## src/rtl/count_to_sync.sv

```systemverilog
`default_nettype none
// ============================================================================
// Module   : count_to_sync
// Desc     : Free-running VGA timing generator with column/row counters,
//            sync pulses, active-video flag and line/frame-start strobes.
// Revision : 1.0
// ============================================================================
module count_to_sync #(
   parameter int   TOTAL_COLS    = 1040,
   parameter int   TOTAL_ROWS    = 666,
   parameter int   ACTIVE_COLS   = 800,
   parameter int   ACTIVE_ROWS   = 600,
   parameter int   H_FRONT_PORCH = 56,
   parameter int   H_SYNC_WIDTH  = 120,
   parameter int   V_FRONT_PORCH = 37,
   parameter int   V_SYNC_WIDTH  = 6,
   parameter logic SYNC_POLARITY = 1'b1
) (
   input  logic        i_Clk,
   input  logic        i_Rst,
   input  logic        i_En,
   output logic        o_HSync,
   output logic        o_VSync,
   output logic [11:0] o_Col_Count,
   output logic [11:0] o_Row_Count,
   output logic        o_Active,
   output logic        o_Line_Start,
   output logic        o_Frame_Start
);

   localparam logic [11:0] c_COL_LAST     = 12'(TOTAL_COLS - 1);
   localparam logic [11:0] c_ROW_LAST     = 12'(TOTAL_ROWS - 1);
   localparam logic [11:0] c_ACTIVE_COLS  = 12'(ACTIVE_COLS);
   localparam logic [11:0] c_ACTIVE_ROWS  = 12'(ACTIVE_ROWS);
   localparam logic [11:0] c_H_SYNC_START = 12'(ACTIVE_COLS + H_FRONT_PORCH);
   localparam logic [11:0] c_H_SYNC_END   = 12'(ACTIVE_COLS + H_FRONT_PORCH + H_SYNC_WIDTH);
   localparam logic [11:0] c_V_SYNC_START = 12'(ACTIVE_ROWS + V_FRONT_PORCH);
   localparam logic [11:0] c_V_SYNC_END   = 12'(ACTIVE_ROWS + V_FRONT_PORCH + V_SYNC_WIDTH);

   generate
      if (ACTIVE_COLS + H_FRONT_PORCH + H_SYNC_WIDTH > TOTAL_COLS) begin : g_h_region_check
         $error("count_to_sync: horizontal sync region ends beyond TOTAL_COLS");
      end
      if (ACTIVE_ROWS + V_FRONT_PORCH + V_SYNC_WIDTH > TOTAL_ROWS) begin : g_v_region_check
         $error("count_to_sync: vertical sync region ends beyond TOTAL_ROWS");
      end
      if (TOTAL_COLS > 4096 || TOTAL_ROWS > 4096) begin : g_width_check
         $error("count_to_sync: totals do not fit 12-bit counters");
      end
   endgenerate

   logic [11:0] r_col;
   logic [11:0] r_row;
   logic        r_hsync;
   logic        r_vsync;
   logic        r_active;
   logic        r_line_start;
   logic        r_frame_start;

   logic        w_col_wrap;
   logic        w_row_wrap;
   logic [11:0] w_col_next;
   logic [11:0] w_row_next;
   logic        w_hsync_on;
   logic        w_vsync_on;
   logic        w_active_next;

   // Derived outputs are decoded from the next counter values so that the
   // registered syncs and active flag always match the registered counters.
   always_comb begin
      w_col_wrap = (r_col == c_COL_LAST);
      w_row_wrap = (r_row == c_ROW_LAST);
      w_col_next = w_col_wrap ? 12'd0 : r_col + 12'd1;
      w_row_next = r_row;
      if (w_col_wrap) begin
         w_row_next = w_row_wrap ? 12'd0 : r_row + 12'd1;
      end
      w_hsync_on    = (w_col_next >= c_H_SYNC_START) && (w_col_next < c_H_SYNC_END);
      w_vsync_on    = (w_row_next >= c_V_SYNC_START) && (w_row_next < c_V_SYNC_END);
      w_active_next = (w_col_next < c_ACTIVE_COLS) && (w_row_next < c_ACTIVE_ROWS);
   end

   always_ff @(posedge i_Clk) begin
      if (i_Rst) begin
         r_col         <= 12'd0;
         r_row         <= 12'd0;
         r_hsync       <= ~SYNC_POLARITY;
         r_vsync       <= ~SYNC_POLARITY;
         r_active      <= 1'b1;
         r_line_start  <= 1'b0;
         r_frame_start <= 1'b0;
      end else if (i_En) begin
         r_col         <= w_col_next;
         r_row         <= w_row_next;
         r_hsync       <= w_hsync_on ? SYNC_POLARITY : ~SYNC_POLARITY;
         r_vsync       <= w_vsync_on ? SYNC_POLARITY : ~SYNC_POLARITY;
         r_active      <= w_active_next;
         r_line_start  <= w_col_wrap;
         r_frame_start <= w_col_wrap && w_row_wrap;
      end else begin
         // Holding: position-derived outputs freeze, strobes must not repeat.
         r_line_start  <= 1'b0;
         r_frame_start <= 1'b0;
      end
   end

   assign o_Col_Count   = r_col;
   assign o_Row_Count   = r_row;
   assign o_HSync       = r_hsync;
   assign o_VSync       = r_vsync;
   assign o_Active      = r_active;
   assign o_Line_Start  = r_line_start;
   assign o_Frame_Start = r_frame_start;

endmodule
`default_nettype wire
```

## config.mk

```make
export PLATFORM = sky130hd
export DESIGN_NAME = count_to_sync
export DESIGN_NICKNAME = d
export VERILOG_FILES = /design/src/rtl/count_to_sync.sv
export SDC_FILE = /design/constraint.sdc
export NUM_CORES = 1
export LEC_CHECK = 0
export CAP_MARGIN = 5
export CORE_MARGIN = 4
export CORE_UTILIZATION = 50
export CTS_CLUSTER_SIZE = 12
export DETAILED_ROUTE_END_ITERATION = 8
export PLACE_DENSITY = 0.76
export SETUP_SLACK_MARGIN = 0.02
export SLEW_MARGIN = 10
export SYNTH_ARGS = -nofsm -noshare
export SYNTH_HDL_FRONTEND = slang
export SYNTH_SLANG_ARGS = --single-unit
```

## constraint.sdc

```tcl
create_clock -name i_Clk -period 3.16 [get_ports i_Clk]
set_input_delay 0.316 -clock i_Clk [delete_from_list [all_inputs] [get_ports i_Clk]]
set_output_delay 0.316 -clock i_Clk [all_outputs]
set_load 0.05 [all_outputs]
```

==> metrics.md, run 1 <==
| Metric | Value |
|---|---|
| Die Ht | 70.0 um |
| Total track usage | a little over a fifth |
| Yosys warning count | 0 |
| Kind of end point of the critical path | flop |
| Clock Sinks | 29 |
| Worst hold-check path type | reg -> reg |
| Final Slew Violations | 0 |
| DR pass1 iterations | 4 |
| Total grt overflow | 0 |
| Reg power frac | a little under half |
| Max-cap violations | 0 |
| Fmax | ~0.38 GHz |
| Core Util, Final | between 60% and 70% |
| Main synth FF type | dfxtp_1 |
| Detail Route Antenna Nets | 0 |
| Largest net degree at the start of global routing | 19 |
| Synthesized net count | approximately 260 |
| WS Path Type | reg -> reg |
| RSZ-0062 raised after global routing | no |
| PortBufs | 31 |
| Total Routed Length | 5.07 mm |
| Pint | approximately 0.6 mW |
| Cts repair resizes | 0 |
| # DRC | 0 |
| Slowest cell on crit path | and3b_1 |
| Worst Path Max Fanout | 16 |
| Status | finished, final reports clean |
| Switch Pwr | 0.233 mW |
| Post-route minimum period | roughly 2.6 ns |
| Die ar. | just under 5000 um2 |
| CTS tree | built |
| Comb power frac | between 10% and 20% |
| Initial core utilization | roughly 52% |
| Worst Path Buf+Inv | 0 |
| Clock network fraction of total power | between 40% and 50% |
| Cell Rows | 22 |
| Synth area leaders | dfxtp_1 30%, nor2_1 6.5%, a21oi_1 4.7% |
| Final setup vio count | 0 |
| Layout cells sized above 1 | 6.09% |
| Crit. path cell count | 8 |
| Number of global-route vias before repair | approximately 1800 |
| Htree depth | 2 |
| Antenna fix cells | 0 |
| Most common cell in the synthesized netlist | nor2_1 |
| Register-to-Register Path Depth | 8 |
| Drt wl/cell | around 16 um |
| CTS Buf Count | 5 |
| Die X | ~70 um |
| Sw Share | between 20% and 30% |
| Final Hold Violating Endpoints | 0 |
| Post-CTS setup buffer count | 0 |
| Cell Chain, Critical Path | ha_1 -> nand4b_1 -> and3b_1 -> nand2_1 -> o31ai_1 -> a21oi_1 -> o21ai_1 -> a22oi_1 |
| Clock skew | ~0.0049 ns |
| Worst path max stage delay | a little over 0.6 ns |
| Post-Route Setup TNS | 0 ns |
| Initial antenna violation count | 0 |
| Ys async rst share | 0% |
| Clk_lat worst skew | around 0.29 ns |
| Starting DRC count in detailed routing | about 200 |
| Post-synth EDFFs | 0 |
| Overall power | 0.841 mW |
| Critical Path Source Type | flop |
| Clock-pin slew on the worst setup and hold paths | roughly 0.060 ns |
| Flops & latches, synth | 29 |
| Pwr Density | approximately 360 nW/um2 |
| Post-CTS Hold Buffers | 0 |
| Slew @ Worst Pin | between 0.5 and 0.6 ns |
| Worst Hold Depth | 2 |
| Synth Instances | 251 |
| Vias post-DR | approximately 1900 |
| Layout Cells excl Fill | approximately 330 |
| Area Growth Syn to Fin | 21.7% |
| Yosys cell types | 51 |
| Worst path top cell family by delay | simple AND/OR/NAND/NOR gates |
| Share of the synthesized area in the top cell type | 30.2% |
| Fin nets | roughly 290 |
| Area leader, netlist | dfxtp_1 |
| Worst hold slack | between 0.4 and 0.5 ns |
| First-pass GRT wire length | 8.53 mm |
| Post-synthesis sequential area ratio | between 30% and 40% |
| Final period utilization | between 80% and 90% |
| Vias/cell | around 5.8 |
| Max-slew headroom | between 60% and 70% |
| Clock root cell | clkbuf_8 |
| Worst path required time | about 3.3 ns |
| WP data arrival | 2.80 ns |
| Dpl cells | ~320 |
| Placer congestion estimate | between 0.9 and 1 |
| HPWL Detailed | ~3.5 mm |
| IO Pins | 32 |
| Pleak | 0.776 nW |
| VDD IR-drop max | between 0.00015 and 0.0002 V |
| Clk buf depth | 2 |
| Core Footprint | 3690 um2 |
| Mapped Avg Cell Area | about 7.6 um2 |
| Most frequent cells after synthesis | 33 x nor2_1, 29 x dfxtp_1, 21 x nand2_1 |
| Mapped cell area | about 1900 um2 |
[placed cells by master (no fill, tap or decap), drive strengths merged, types with 3 or more instances in the layout]
cell / instances
mux2i: 5
xor2: 7
nand4: 7
clkdlybuf4s50: 31
nor2: 33
nor4: 3
xnor2: 8
nor3: 12
o22ai: 3
buf: 3
ha: 4
or3: 4
a211oi: 3
nand2: 22
dfxtp: 29
and3: 7
nand3: 11
inv: 9
clkbuf: 7
nor2b: 3
o21ai: 16
a21oi: 18
[per-layer routing]
layer | vias up | share of wire, % | wire length [um] | track usage, %
li1 | 961 | - | - | -
met1 | 864 | 45 | 2310 | 26.3
met2 | 51 | 48 | 2440 | 36.2
met3 | 10 | 4.6 | 231 | 5.04
met4 | 0 | 1.8 | 90 | 7.87
met5 | - | 0 | 0 | 0
[metrics by stage]
stage	area [um2]	setup WS (ns)
finish	2340	0.524
global route	2340	0.322
CTS	2340	0.528
detailed placement	2230	0.633
global placement	2230	0.722
floorplan	1920	0.818
[power groups by stage]
stage | combinational [mW] | sequential, mW | clock [mW]
after detailed placement | 0.100 | 0.398 | 0
after global placement | 0.0994 | 0.398 | 0
after CTS | 0.101 | 0.390 | 0.355
after floorplan | 0.0460 | 0.419 | 0
final | 0.101 | 0.390 | 0.350
after global routing | 0.108 | 0.391 | 0.372
[worst min-delay path, cell delays in order, from the launching register on]
cell and delay [ns]:
dfxtp_1 0.32, inv_1 0.05, o32ai_1 0.07
[state kept, by name (all words and copies together), names as in the netlist]
| register | cells |
|---|---|
| o_Row_Count | 12 |
| o_Line_Start | 1 |
| o_Col_Count | 12 |
| o_Active | 1 |
| o_Frame_Start | 1 |
| o_HSync | 1 |
| o_VSync | 1 |
[cell families (layout without fill, tap and decap cells)]
kind of cell,after synthesis,in the layout,share of synthesized area (%)
AO/OA/AOI/OAI,60,60,19.6
AND/OR/NAND/NOR,114,114,31.7
multiplexers,6,6,3.19
XOR/XNOR,15,15,6.85
adder cells (fa/ha/maj),4,4,2.61
buffers and inverters,23,51,5.80
flip-flops,29,29,30.2
[final cells by class]
class,instances,area (um2)
repair buffers,34,333
fillers,375,1350
well taps,48,60.1
clock inverters,1,5.00
multi-input cells,199,1230
inverters,9,33.8
clock buffers,7,96.3
flip-flops and latches,29,581
[final timing paths]
check	slack [ns]	start	endpoint
worst min register to register	0.50	o_VSync	o_VSync
worst max register to register	0.52	o_Col_Count[0]	o_Active
worst min-delay path	0.50	o_VSync	o_VSync
worst max-delay path	0.52	o_Col_Count[0]	o_Active
(Power assumes the default switching activity.)
==> inputs of run 2 (changes only) <==
- clock period: 3.16 -> 2.55 ns (I/O delays scaled with it)
==> run 2 against run 1 <==
  * Setup slack got worse by 0.22 ns
  * Largest power group unchanged
  * Fmax increased by 18%
  * Critical endpoint is now o_VSync
  * Sequential cell count unchanged
  * Cell count increased by 1.5%
  * Global-route usage decreased by 0.11 points
  * Core utilization increased by 0.51 points
  * Die area unchanged
  * Hold slack improved by 0.022 ns
  * Via count increased by 2.2%
  * Largest cell class unchanged
==> metrics.md, run 2 (synthesis gave the netlist of run 1 again) <==
| Metric | Value |
|---|---|
| Status | finished, final reports clean |
| Sw Share | 28.8% (+1.0 points) |
| Worst hold slack | 0.519 ns (+0.0224 ns) |
| Placer congestion estimate | 0.840 (-7.4%) |
| Worst Path Max Fanout | 9 (-7) |
| Register-to-register setup slack | 0.31 ns (-0.22 ns) |
| Slew @ Worst Pin | 0.592 ns (+0.00219 ns) |
| Final period utilization | 88.0% (+4.5 points) |
| Multi-input logic area | 1230 um2 (unchanged) |
| Overall power | 0.986 mW (+17%) |
| Pleak | 0.794 nW (+2.3%) |
| Worst path max stage delay | 0.42 ns (-0.20 ns) |
| Die ar. | 4890 um2 (unchanged) |
| Cell Chain, Critical Path | ha_1 -> nand4b_1 -> nand3b_1 -> or3_1 -> a21oi_1 -> and4_1 -> mux2i_1 -> o32ai_1 |
| Switch Pwr | 0.284 mW (+22%) |
| FF-to-FF End | o_VSync |
| Clock Sinks | 29 (unchanged) |
| # DRC | 0 (unchanged) |
| Total grt overflow | 0 (unchanged) |
| Final setup vio count | 0 (unchanged) |
| Post-CTS setup buffer count | 0 (unchanged) |
| Layout cells sized above 1 | 7.39% (+1.3 points) |
| Post-route minimum period | 2.24 ns (-0.393 ns) |
| Worst Setup EP | o_VSync |
| Clock skew | 0.00628 ns (+0.00143 ns) |
| RSZ-0062 raised after global routing | no |
| IO Pins | 32 (unchanged) |
| Fmax | 0.446 GHz (+18%) |
| Initial antenna violation count | 0 (unchanged) |
| Max-slew headroom | 60.4% (-0.27 points) |
| Core Footprint | 3690 um2 (unchanged) |
| Max-cap violations | 0 (unchanged) |
| Detail Route Antenna Nets | 0 (unchanged) |
| Post-Route Setup TNS | 0 ns (unchanged) |
| CTS tree | built |
| Post-CTS Hold Buffers | 0 (unchanged) |
| Clock-pin slew on the worst setup and hold paths | 0.06 ns (about the same) |
| WS Path Type | reg -> reg |
| Commonest cells after routing, fill and taps aside | 33 x nor2_1, 31 x clkdlybuf4s50_1, 29 x dfxtp_1 |
| VDD IR-drop max | 0.000235 V (+19%) |
| HPWL Detailed | 3.53 mm (+1.0%) |
| Worst setup startpoint | o_Col_Count[1] |
| Worst path top cell family by delay | simple AND/OR/NAND/NOR gates |
| Clock root cell | clkbuf_8 |
| Kind of end point of the critical path | flop |
| Slowest cell on crit path | or3_1 |
| Clk buf depth | 2 (unchanged) |
| Pint | 0.702 mW (+16%) |
| Total Routed Length | 4.96 mm (-2.2%) |
| Cts repair resizes | 0 (unchanged) |
| DR pass1 iterations | 4 (unchanged) |
| Final Slew Violations | 0 (unchanged) |
| Number of global-route vias before repair | 1862 (+6.0%) |
| Die Ht | 70.0 um (unchanged) |
| Initial core utilization | 52.0% (unchanged) |
| Area Growth Syn to Fin | 22.7% |
| WP data arrival | 2.43 ns (-0.37 ns) |
| Clk_lat worst skew | 0.29 ns (about the same) |
| Antenna fix cells | 0 (unchanged) |
| First-pass GRT wire length | 8.60 mm (+0.89%) |
| Starting DRC count in detailed routing | 212 (+7.6%) |
| Final Hold Violating Endpoints | 0 (unchanged) |
| Reg2reg start | o_Col_Count[1] |
| Critical Path Source Type | flop |
| Vias/cell | 5.80 (+0.64%) |
| PortBufs | 31 (unchanged) |
| Register-to-Register Path Depth | 8 (unchanged) |
| Largest net degree at the start of global routing | 17 (-2) |
| Crit. path cell count | 8 (unchanged) |
| Worst hold-check path type | reg -> reg |
| Core Util, Final | 63.8% (+0.51 points) |
| Worst path required time | 2.73 ns (-0.60 ns) |
| Die X | 70.0 um (unchanged) |
| Vias post-DR | 1927 (+2.2%) |
| Register Area | 581 um2 (unchanged) |
| Reg power frac | 48.4% (+2.0 points) |
| Fin nets | 290 (+1.8%) |
| Commonest non-fill, non-tap cell in the layout | nor2_1 |
| Total track usage | 21.3% (-0.11 points) |
| Pwr Density | 419 nW/um2 (+16%) |
| Worst Path Buf+Inv | 0 (unchanged) |
| Comb power frac | 13.8% (+1.8 points) |
| Clock network fraction of total power | 37.8% (-3.8 points) |
| Htree depth | 2 (unchanged) |
| Drt wl/cell | 14.9 um (-3.7%) |
| Cell Rows | 22 (unchanged) |
| Fillcell total | 348 (-7.2%) |
| CTS Buf Count | 5 (unchanged) |
## run 2: cell types whose count changed in the layout (fill, tap and decap cells not counted), sizes merged
cell	change
clkbuf	-1
clkinv	+1
buf	+5
## run 2: final cells by class
class                   instances  share of cell area, %
clock inverters                 2                  0.425
multi-input cells             199                   52.1
clock buffers                   6                   3.08
repair buffers                 39                   15.7
flip-flops and latches         29                   24.7
inverters                       9                   1.43
well taps                      48                   2.55
## run 2: how the worst min path moves through the flow
stage | start | endpoint | slack (ns) | cells after the start
2_1_floorplan | i_Rst | o_VSync | 0.46 | 3
3_3_place_gp | o_VSync | o_VSync | 0.49 | 2
3_5_place_dp | o_HSync | o_HSync | 0.50 | 2
4_1_cts | o_HSync | o_HSync | 0.52 | 2
5_1_grt | o_HSync | o_HSync | 0.54 | 2
6_report | o_HSync | o_HSync | 0.52 | 2
## run 2: power by group through the flow
stage	combinational, mW	clock, mW	sequential (mW)
6_report	0.136	0.372	0.477
5_1_grt	0.147	0.404	0.479
4_1_cts	0.136	0.386	0.477
3_5_place_dp	0.135	0	0.487
3_3_place_gp	0.135	0	0.487
2_1_floorplan	0.0571	0	0.520
## run 2: worst reg2reg max path: cells and delay by family (launching register included)
family	cells	cell delay (ns)
AND/OR/NAND/NOR	4	1.15
adder cells (fa/ha/maj)	1	0.24
AO/OA/AOI/OAI	2	0.28
multiplexers	1	0.07
flip-flops	1	0.41
## run 2: per-layer routing
metal  vias up  global-route usage, %  wire (um)
met5         -                      0          0
met4         0                   6.81         63
met3         7                   4.89        272
met2        54                   36.2       2390
met1       892                   26.5       2230
li1        974                      -          -
## run 2: stage by stage
step                      setup slack (ns)  cells  area [um2]
after detailed placement             0.345    324        2270
after global placement               0.388    324        2270
after CTS                            0.324    332        2350
final                                0.307    332        2350
after floorplan                      0.208    251        1920
after global routing                0.0724    332        2350
